===== src/rtl/mult_pkg.sv =====
// Shared definitions for the 12-bit unsigned shift-add multiplier.
// Contents: sequencer state encoding, default operand width and the
// default load-wait limit used by the optional LOAD_TIMEOUT_EN feature.
package mult_pkg;

  typedef enum logic [2:0] {
    S_IDLE = 3'd0,
    S_ARM  = 3'd1,
    S_LOAD = 3'd2,
    S_MULT = 3'd3,
    S_DONE = 3'd4
  } state_e;

  localparam int WIDTH_DEF        = 12;
  localparam int LOAD_TIMEOUT_DEF = 64;

endpackage


===== src/rtl/shift_add_core.sv =====
// Shift-add datapath: multiplicand register, 2*WIDTH accumulator with a
// carry bit and the iteration counter.
// Ports:
//   clk, reset  - clock, asynchronous active-high reset
//   load_i      - capture mcand_i and mplier_i, clear high half, carry, counter
//   step_i      - perform one conditional-add / shift-right iteration
//   mcand_i     - multiplicand (x operand)
//   mplier_i    - multiplier (y operand), loaded into the accumulator low half
//   acc_o       - accumulator; holds the product after WIDTH steps
//   last_o      - high while the counter sits on the final iteration
module shift_add_core
  import mult_pkg::*;
#(
  parameter int WIDTH = WIDTH_DEF
) (
  input  logic                 clk,
  input  logic                 reset,
  input  logic                 load_i,
  input  logic                 step_i,
  input  logic [WIDTH-1:0]     mcand_i,
  input  logic [WIDTH-1:0]     mplier_i,
  output logic [2*WIDTH-1:0]   acc_o,
  output logic                 last_o
);

  localparam int CW = (WIDTH > 1) ? $clog2(WIDTH) : 1;
  localparam logic [CW-1:0] CNT_LAST = CW'(WIDTH - 1);

  logic [WIDTH-1:0]   mcand_q, mcand_d;
  logic [2*WIDTH-1:0] acc_q, acc_d;
  logic               c_q, c_d;
  logic [CW-1:0]      cnt_q, cnt_d;
  logic [WIDTH:0]     add_w;

  assign last_o = (cnt_q == CNT_LAST);
  assign acc_o  = acc_q;

  always_comb begin
    mcand_d = mcand_q;
    acc_d   = acc_q;
    c_d     = c_q;
    cnt_d   = cnt_q;
    // Conditional add keeps the carry out so 4095*4095 style sums survive
    // the shift; with acc[0]=0 the high half passes through unchanged.
    if (acc_q[0]) add_w = {1'b0, acc_q[2*WIDTH-1:WIDTH]} + {1'b0, mcand_q};
    else          add_w = {c_q, acc_q[2*WIDTH-1:WIDTH]};
    if (load_i) begin
      mcand_d = mcand_i;
      acc_d   = {{WIDTH{1'b0}}, mplier_i};
      c_d     = 1'b0;
      cnt_d   = '0;
    end else if (step_i) begin
      // {c,acc} >> 1 with the carry entering the MSB; carry becomes 0
      acc_d = {add_w, acc_q[WIDTH-1:1]};
      c_d   = 1'b0;
      cnt_d = last_o ? '0 : cnt_q + CW'(1);
    end
  end

  always_ff @(posedge clk or posedge reset) begin
    if (reset) begin
      mcand_q <= '0;
      acc_q   <= '0;
      c_q     <= 1'b0;
      cnt_q   <= '0;
    end else begin
      mcand_q <= mcand_d;
      acc_q   <= acc_d;
      c_q     <= c_d;
      cnt_q   <= cnt_d;
    end
  end

endmodule


===== src/rtl/mult_sequencer.sv =====
// Top-level controller for the unsigned WIDTH x WIDTH multiplier.
// Arms the x/y serial loaders, waits for both full flags, runs WIDTH
// shift-add iterations in shift_add_core and presents the product with a
// one-cycle done pulse.
// Ports:
//   clk, reset            - clock, asynchronous active-high reset
//   start                 - multiply request, sampled only in IDLE
//   fx, fy                - loader full flags
//   x_parallel/y_parallel - operands from the loaders
//   sx, sy                - loader start (0 in ARM so loaders see a rising edge)
//   busy                  - high in every state except IDLE
//   done                  - one-cycle pulse when product becomes valid
//   product               - result, held until the next done
//   error                 - load timeout flag (only with LOAD_TIMEOUT_EN)
// Optional feature macro: LOAD_TIMEOUT_EN (bounded wait in LOAD).
module mult_sequencer
  import mult_pkg::*;
#(
  parameter int WIDTH        = WIDTH_DEF,
  parameter int LOAD_TIMEOUT = LOAD_TIMEOUT_DEF
) (
  input  logic                 clk,
  input  logic                 reset,
  input  logic                 start,
  input  logic                 fx,
  input  logic                 fy,
  input  logic [WIDTH-1:0]     x_parallel,
  input  logic [WIDTH-1:0]     y_parallel,
  output logic                 sx,
  output logic                 sy,
  output logic                 busy,
  output logic                 done,
  output logic [2*WIDTH-1:0]   product
`ifdef LOAD_TIMEOUT_EN
  ,
  output logic                 error
`endif
);

  state_e             state_q;
  logic               sx_q;
  logic               busy_q;
  logic               done_q;
  logic [2*WIDTH-1:0] product_q;
  logic [2*WIDTH-1:0] core_acc;
  logic               core_last;
  logic               core_load;
  logic               core_step;

`ifdef LOAD_TIMEOUT_EN
  localparam int TW = $clog2(LOAD_TIMEOUT + 1);
  localparam logic [TW-1:0] TMO_LAST = TW'(LOAD_TIMEOUT - 1);
  logic          error_q;
  logic [TW-1:0] tmo_q;
  assign error = error_q;
`endif

  assign sx      = sx_q;
  assign sy      = sx_q;
  assign busy    = busy_q;
  assign done    = done_q;
  assign product = product_q;

  assign core_load = (state_q == S_LOAD) && fx && fy;
  assign core_step = (state_q == S_MULT);

  shift_add_core #(.WIDTH(WIDTH)) u_core (
    .clk      (clk),
    .reset    (reset),
    .load_i   (core_load),
    .step_i   (core_step),
    .mcand_i  (x_parallel),
    .mplier_i (y_parallel),
    .acc_o    (core_acc),
    .last_o   (core_last)
  );

  always_ff @(posedge clk or posedge reset) begin
    if (reset) begin
      state_q   <= S_IDLE;
      sx_q      <= 1'b0;
      busy_q    <= 1'b0;
      done_q    <= 1'b0;
      product_q <= '0;
`ifdef LOAD_TIMEOUT_EN
      error_q   <= 1'b0;
      tmo_q     <= '0;
`endif
    end else begin
      done_q <= 1'b0;
      case (state_q)
        S_IDLE: begin
          if (start) begin
            state_q <= S_ARM;
            busy_q  <= 1'b1;
`ifdef LOAD_TIMEOUT_EN
            error_q <= 1'b0;
`endif
          end
        end
        S_ARM: begin
          state_q <= S_LOAD;
          sx_q    <= 1'b1;
`ifdef LOAD_TIMEOUT_EN
          tmo_q   <= '0;
`endif
        end
        S_LOAD: begin
          // Both flags must be high in the same cycle; a lone flag waits.
          if (fx && fy) begin
            state_q <= S_MULT;
            sx_q    <= 1'b0;
          end
`ifdef LOAD_TIMEOUT_EN
          else if (tmo_q == TMO_LAST) begin
            state_q <= S_IDLE;
            sx_q    <= 1'b0;
            busy_q  <= 1'b0;
            error_q <= 1'b1;
          end else begin
            tmo_q <= tmo_q + TW'(1);
          end
`endif
        end
        S_MULT: begin
          if (core_last) state_q <= S_DONE;
        end
        S_DONE: begin
          // Accumulator is final only after the last step has landed.
          product_q <= core_acc;
          done_q    <= 1'b1;
          busy_q    <= 1'b0;
          state_q   <= S_IDLE;
        end
        default: begin
          state_q <= S_IDLE;
          sx_q    <= 1'b0;
          busy_q  <= 1'b0;
        end
      endcase
    end
  end

endmodule

===== config.mk =====
export PLATFORM = sky130hd
export DESIGN_NAME = mult_sequencer
export DESIGN_NICKNAME = d
export VERILOG_FILES = /design/src/rtl/mult_pkg.sv /design/src/rtl/shift_add_core.sv /design/src/rtl/mult_sequencer.sv
export SDC_FILE = /design/constraint.sdc
export NUM_CORES = 1
export LEC_CHECK = 0
export CORE_ASPECT_RATIO = 1.75
export CORE_MARGIN = 2
export CORE_UTILIZATION = 55
export CTS_BUF_LIST = sky130_fd_sc_hd__clkbuf_8 sky130_fd_sc_hd__clkbuf_16
export DETAILED_ROUTE_END_ITERATION = 10
export GPL_ROUTABILITY_DRIVEN = 0
export GPL_TIMING_DRIVEN = 0
export HOLD_SLACK_MARGIN = 0.08
export PLACE_DENSITY = 0.79
export SLEW_MARGIN = 20
export SYNTH_ARGS = -nofsm -noshare
export SYNTH_HDL_FRONTEND = slang
export SYNTH_SLANG_ARGS = --single-unit

===== constraint.sdc =====
create_clock -name clk -period 3.35 [get_ports clk]
set_clock_uncertainty 0.1 [all_clocks]
set_input_delay 0.67 -clock clk [delete_from_list [all_inputs] [get_ports clk]]
set_output_delay 0.67 -clock clk [all_outputs]
set_load 0.01 [all_outputs]

Yosys cells after proc, flatten, opt, wreduce, memory -nomap -nowiden. Index checks and enable logic that the tools add are counted.

Register bits after elaboration: 71. Output and inout port bits: 28.

$add $sub $neg: 2. Equality and inequality tests: 8. Multiplexer cells: 17. Bitwise logic cells: 2. Reductions and logical operators: 10.

Operators with widths (count): 24-bit two-way mux (2); 12-bit by 12-bit adder with 13-bit output (1); 13-bit two-way mux (1); 4-bit two-way mux (3); 3-bit case mux with 4 select lines (1); 3-bit two-way mux (3); 3-bit by 2-bit equality test with 1-bit output (second input constant) (2); 3-bit OR reduction (2); 1-bit two-way mux (5); 4-bit by 1-bit adder with 4-bit output (second input constant) (1); 4-bit equality test (second input constant) (1); 2-bit by 1-bit inequality test with 1-bit output (second input constant) (2); 2-bit AND reduction (2); 3-bit by 1-bit equality test with 1-bit output (second input constant) (1); 3-bit equality test (second input constant) (1); 1-bit logical AND (3); 3-bit zero test (1); 1-bit case mux with 3 select lines (1); 3-bit AND reduction (1); 2-bit inequality test (second input constant) (1); 1-bit inverter (2); 1-bit case mux with 2 select lines (1); 2-bit nonzero test (1).

Longest topological paths before layout.
Depth after elaboration: 4. Depth in mapped cells: 8.

Hierarchy. Synthesis repeated with hierarchy kept, for this count alone.

Cells, all modules: 323. Area, all modules: 3595.9 sq um.

By module, submodules not included: shift_add_core (instances 1, cells an instance 245, area each 2413.6 sq um); mult_sequencer (instances 1, cells an instance 78, area each 1182.4 sq um).

Least setup slack after synthesis. OpenSTA, ideal clock, no wires.

Path type: register to register. From: reg u_core.acc_q[12], in the netlist u_core.acc_o[12]. To: reg u_core.acc_q[21], in the netlist u_core.acc_o[21]. Library setup time: 77 ps. Arrival time: 1994 ps. Data required time: 3173 ps. Slack: 1179 ps. Cell stages (with the launch flop): 9. Path buffers: 0. Cells stage by stage: dfrtp_1 > ha_1 > fa_1 > a21oi_1 > o211ai_1 > a21oi_2 > a21oi_1 > mux2_2 > o21ai_1.

Cells in the longest elaborated chain, start to end: 4.

RTL lines: start, declared (line shift_add_core.sv:30) `logic [2*WIDTH-1:0] acc_q, acc_d;`; start signal, assigned (line shift_add_core.sv:63) `acc_q <= '0;`; start signal, assigned (line shift_add_core.sv:68) `acc_q <= acc_d;`; 12-bit by 12-bit adder with 13-bit output (line shift_add_core.sv:45) `if (acc_q[0]) add_w = {1'b0, acc_q[2*WIDTH-1:WIDTH]} + {1'b0, mcand_q};`; 13-bit two-way mux (line shift_add_core.sv:45); 24-bit two-way mux (line shift_add_core.sv:52) `end else if (step_i) begin`; 24-bit two-way mux (line shift_add_core.sv:47) `if (load_i) begin`.

Every way passes these cells. The select of a mux whose other input is x is not followed. A chain may end at the register's enable or synchronous reset.

Worst setup path after layout. Same ends and word-level chain as after synthesis.

==> impl_summary.md <==
Finish
The area growth from synthesis to layout is 25.9%. After filler insertion, the fill cell instance count of the layout stands at 456. The total number of nets in the final design is 452. Summing all multi-input logic gate instances after layout gives 1560 µm². Cells fill 70.6% of the core in the end. The post-route netlist has 15.0% of its cells at a drive strength greater than 1. After routing the design area is 4330 µm². The total area of sequential cells is 1750 µm².

The antenna cell count is 0. Leaving out filler cells and counting taps, the final layout contains 494.

STA
Final hold analysis gives a worst-case slack of 383 ps. The number of hold violations in the final report is 0. The time the worst path needs with I/O delays and setup is 2500 ps. Once routing completed, OpenROAD measured the worst setup slack at 852 ps. Static timing analysis puts the maximum clock frequency at 400 MHz. The actual slew at the worst max-slew pin is 600 ps. Measured against its own limit, the worst slew margin works out to 60.0%. The worst path uses 74.6% of the clock period. The number of endpoints failing setup at the final stage is 0. The final-report max-slew violation count is 0.

Setup repair after global routing left no endpoint under its margin. After routing, the total negative slack on setup checks comes to 0 ps.

Worst setup path
The depth of the most critical reg-to-reg path is 8. The startpoint of the lowest-slack register-to-register path is u_core.acc_o[12]. The category of the worst setup path launch point is a register. The critical-path maximum fanout is 4. The worst reg-to-reg setup slack is 850 ps. Tracing the worst setup path back leads to its startpoint at u_core.acc_o[12]. The type of the worst setup path is reg2reg. The worst register-to-register path ends at u_core.acc_o[21]. The signal arrival time at the worst endpoint is 2670 ps.

The sort of element at the end of the critical path is a register. STA puts the critical path data required time at 3530 ps.

Floorplan
The horizontal die dimension is 63.8 µm. The top-level port count is 57. The effective utilization at floorplan is 56.0%.

In this run the standard cell core region covers 6130 µm². The initialized floorplan defines 38 standard-cell rows. The die span in y is 109 µm. The area of the die is 6920 µm².

Logic synthesis
A synthesized cell averages 10.1 µm². The largest total area in the synthesized netlist belongs to sky130_fd_sc_hd__dfrtp_1. The mapped cell area is 3440 µm². The top cell type's share of synthesized area is 51.0%. Sorting the synthesized cells by area gives the leading types as sky130_fd_sc_hd__dfrtp_1, sky130_fd_sc_hd__nand2_1, sky130_fd_sc_hd__mux2_2, sky130_fd_sc_hd__ha_1, sky130_fd_sc_hd__a21oi_1.

The number of nets in the synthesized netlist is 384. Counting every instance in the synthesized netlist gives 341. By count the netlist is led by sky130_fd_sc_hd__nand2_1, sky130_fd_sc_hd__dfrtp_1, sky130_fd_sc_hd__mux2_2. The number of enable-type register cells in the synthesized netlist is 0. The number of distinct library cells after synthesis is 40. For this run, the number of Yosys warnings is 0. Sequential elements use 51.0% of the synthesized area.

In the synthesized netlist the dominant register cell turns out to be sky130_fd_sc_hd__dfrtp_1. The synthesized flop and latch total is 70. The cell with the most instances after synthesis is sky130_fd_sc_hd__nand2_1. Counting flops with an async set or reset pin after synthesis yields a share of 100%.

CTS
The clock-pin slew of the registers on the worst-case setup and hold paths is 70 ps. The H-tree generated during clock tree synthesis spans 3 levels. The root buffer cell chosen for the clock tree is sky130_fd_sc_hd__clkbuf_8. For this design, the CTS-stage hold fixing added 0 buffers.

The worst-skew pair later-pin latency is 350 ps. Once the clock tree was built, the resizer swapped 0 gates to a different size. TritonCTS built the clock tree. Buffers added to address setup during post-CTS repair amount to 0. TritonCTS created 9 clock buffers. The number of sinks on the clock net is 70. The longest clock path from root to sink contains 2 buffers.

Min path
The hold path startpoint is u_core.mcand_q[11]. The path class of the tightest hold or removal check is reg2reg. For hold timing, the worst endpoint is u_core.mcand_q[11]. The count of cells along the worst hold path is 2.

Power and ir drop
The switching power is 1.45 mW. The static leakage is 2.08 nW. Power comes to 3.64 mW. The maximum vdd ir drop is 498 µV.

In this run switching power makes up 39.9% of total power. The share of total power dissipated in the clock network is 18.8%. The share of total power dissipated in sequential elements is 35.8%. The internal power component is 2.19 mW. In this run the power density over the cells is 842 nW/µm². Combinational logic burns 45.4% of the power.

Placed design
After legalization and detailed placement, the total HPWL measured 5550 µm. After detailed placement, the total cell area comes to 4130 µm². In this run, placement finished with an instance count of 478.

The pre-CTS worst setup slack is 816 ps. The number of buffer cells added on primary ports is 56.

Route
The average wire length per cell after detail routing is 15.3 µm. For this run, the detailed router's first-pass iteration total came to 4. Using the TritonRoute via totals, the vias-per-cell ratio works out to 5.50. The detailed-route via count is 2719. The final wirelength is 7580 µm.

The number of remaining DRC errors is 0. The number of DRC violations after detailed-routing iteration 0 is 101. The remaining antenna violation count after routing is 0.

GRT
The initial antenna violation count is 0. The largest net degree at the start of global routing is 51. The remaining global-route overflow is 0.

The first-pass GRT wire length is 12800 µm. Global routing consumed, over all layers together, 24.5% of the routing resources. The number of global-route vias before repair is 2823.

Flow run
The number of maximum-capacitance violations is 0.

Outcome
The run finished with clean final reports.
==> logic make-up after synthesis <==
logic type,synth area share (%)
and+or+nand+nor,16.2
AOI/OAI and AO/OA,12.3
adders and majority gates,5.32
DFF,51.0
xor gates and xnor gates,1.53
buffers and inverters,3.68
muxes,9.97
==> critical path, stage by stage (launching register included) <==
cell and delay [ps]:
sky130_fd_sc_hd__dfrtp_1 420, sky130_fd_sc_hd__ha_1 240, sky130_fd_sc_hd__fa_1 420, sky130_fd_sc_hd__a21oi_1 270, sky130_fd_sc_hd__o211ai_1 200, sky130_fd_sc_hd__a21oi_2 240
sky130_fd_sc_hd__a21oi_1 140, sky130_fd_sc_hd__mux2_2 290, sky130_fd_sc_hd__o21ai_1 110
==> power by group through the flow <==
stage                     Combinational, mW  Clock (mW)  Sequential, mW
final                                  1.66       0.686            1.30
after global routing                   1.87       0.736            1.34
after CTS                              1.65       0.706            1.30
after detailed placement               1.64           0            1.31
after global placement                 1.58           0            1.31
after floorplan                        1.24           0            1.26
==> flip-flops by register name, indices dropped and copies added, names as in the netlist <==
signal,cells
product,24
u_core.acc_o,24
u_core.mcand_q,12
u_core.cnt_q,4
state_q,3
busy,1
done,1
sx,1
==> worst max-delay path by stage <==
stage	slack, ps	end	cells past startpoint
after floorplan	810	busy	1
after global placement	-340	state_q[1]	2
after detailed placement	820	u_core.acc_o[7]	7
after CTS	870	u_core.acc_o[21]	8
after global routing	710	u_core.acc_o[21]	8
final	850	u_core.acc_o[21]	8
==> cell type report <==
| type | instances | share of cell area [%] |
|---|---|---|
| flip-flops and latches | 70 | 40.5 |
| multi-input cells | 246 | 36.0 |
| repair buffers | 57 | 13.6 |
| clock buffers | 11 | 3.50 |
| plain buffers | 18 | 2.31 |
| well taps | 80 | 2.31 |
| clock inverters | 5 | 1.13 |
| inverters | 7 | 0.665 |
==> placed cells by master, fill, tap and decap left out, types with 2 or more instances in the layout <==
cell,n
sky130_fd_sc_hd__o21bai_1,2
sky130_fd_sc_hd__a21o_1,2
sky130_fd_sc_hd__buf_6,2
sky130_fd_sc_hd__nor3b_1,2
sky130_fd_sc_hd__nor3_1,3
sky130_fd_sc_hd__nand2_1,84
sky130_fd_sc_hd__clkinv_2,3
sky130_fd_sc_hd__clkbuf_1,4
sky130_fd_sc_hd__dfrtp_1,70
sky130_fd_sc_hd__a211oi_1,2
sky130_fd_sc_hd__xnor2_1,5
sky130_fd_sc_hd__buf_2,10
sky130_fd_sc_hd__ha_1,13
sky130_fd_sc_hd__nor2b_1,2
sky130_fd_sc_hd__clkdlybuf4s50_1,56
sky130_fd_sc_hd__mux2i_1,5
sky130_fd_sc_hd__clkbuf_8,11
sky130_fd_sc_hd__mux2_2,26
sky130_fd_sc_hd__a21oi_2,2
sky130_fd_sc_hd__nand3b_1,3
sky130_fd_sc_hd__inv_1,7
sky130_fd_sc_hd__nand3_1,9
sky130_fd_sc_hd__nor2_1,18
sky130_fd_sc_hd__o21ai_1,3
sky130_fd_sc_hd__a31oi_1,3
sky130_fd_sc_hd__a21oi_1,24
sky130_fd_sc_hd__o21ai_0,13
sky130_fd_sc_hd__a22oi_1,12
==> layer usage <==
metal	global-route usage [%]	vias to the layer above	wire length (µm)
li1	-	1319	-
met5	0	-	0
met4	11.0	0	177
met3	6.35	13	349
met2	44.5	74	4110
met1	26.4	1313	2940
No activity file was read; power rests on OpenSTA's default activity.
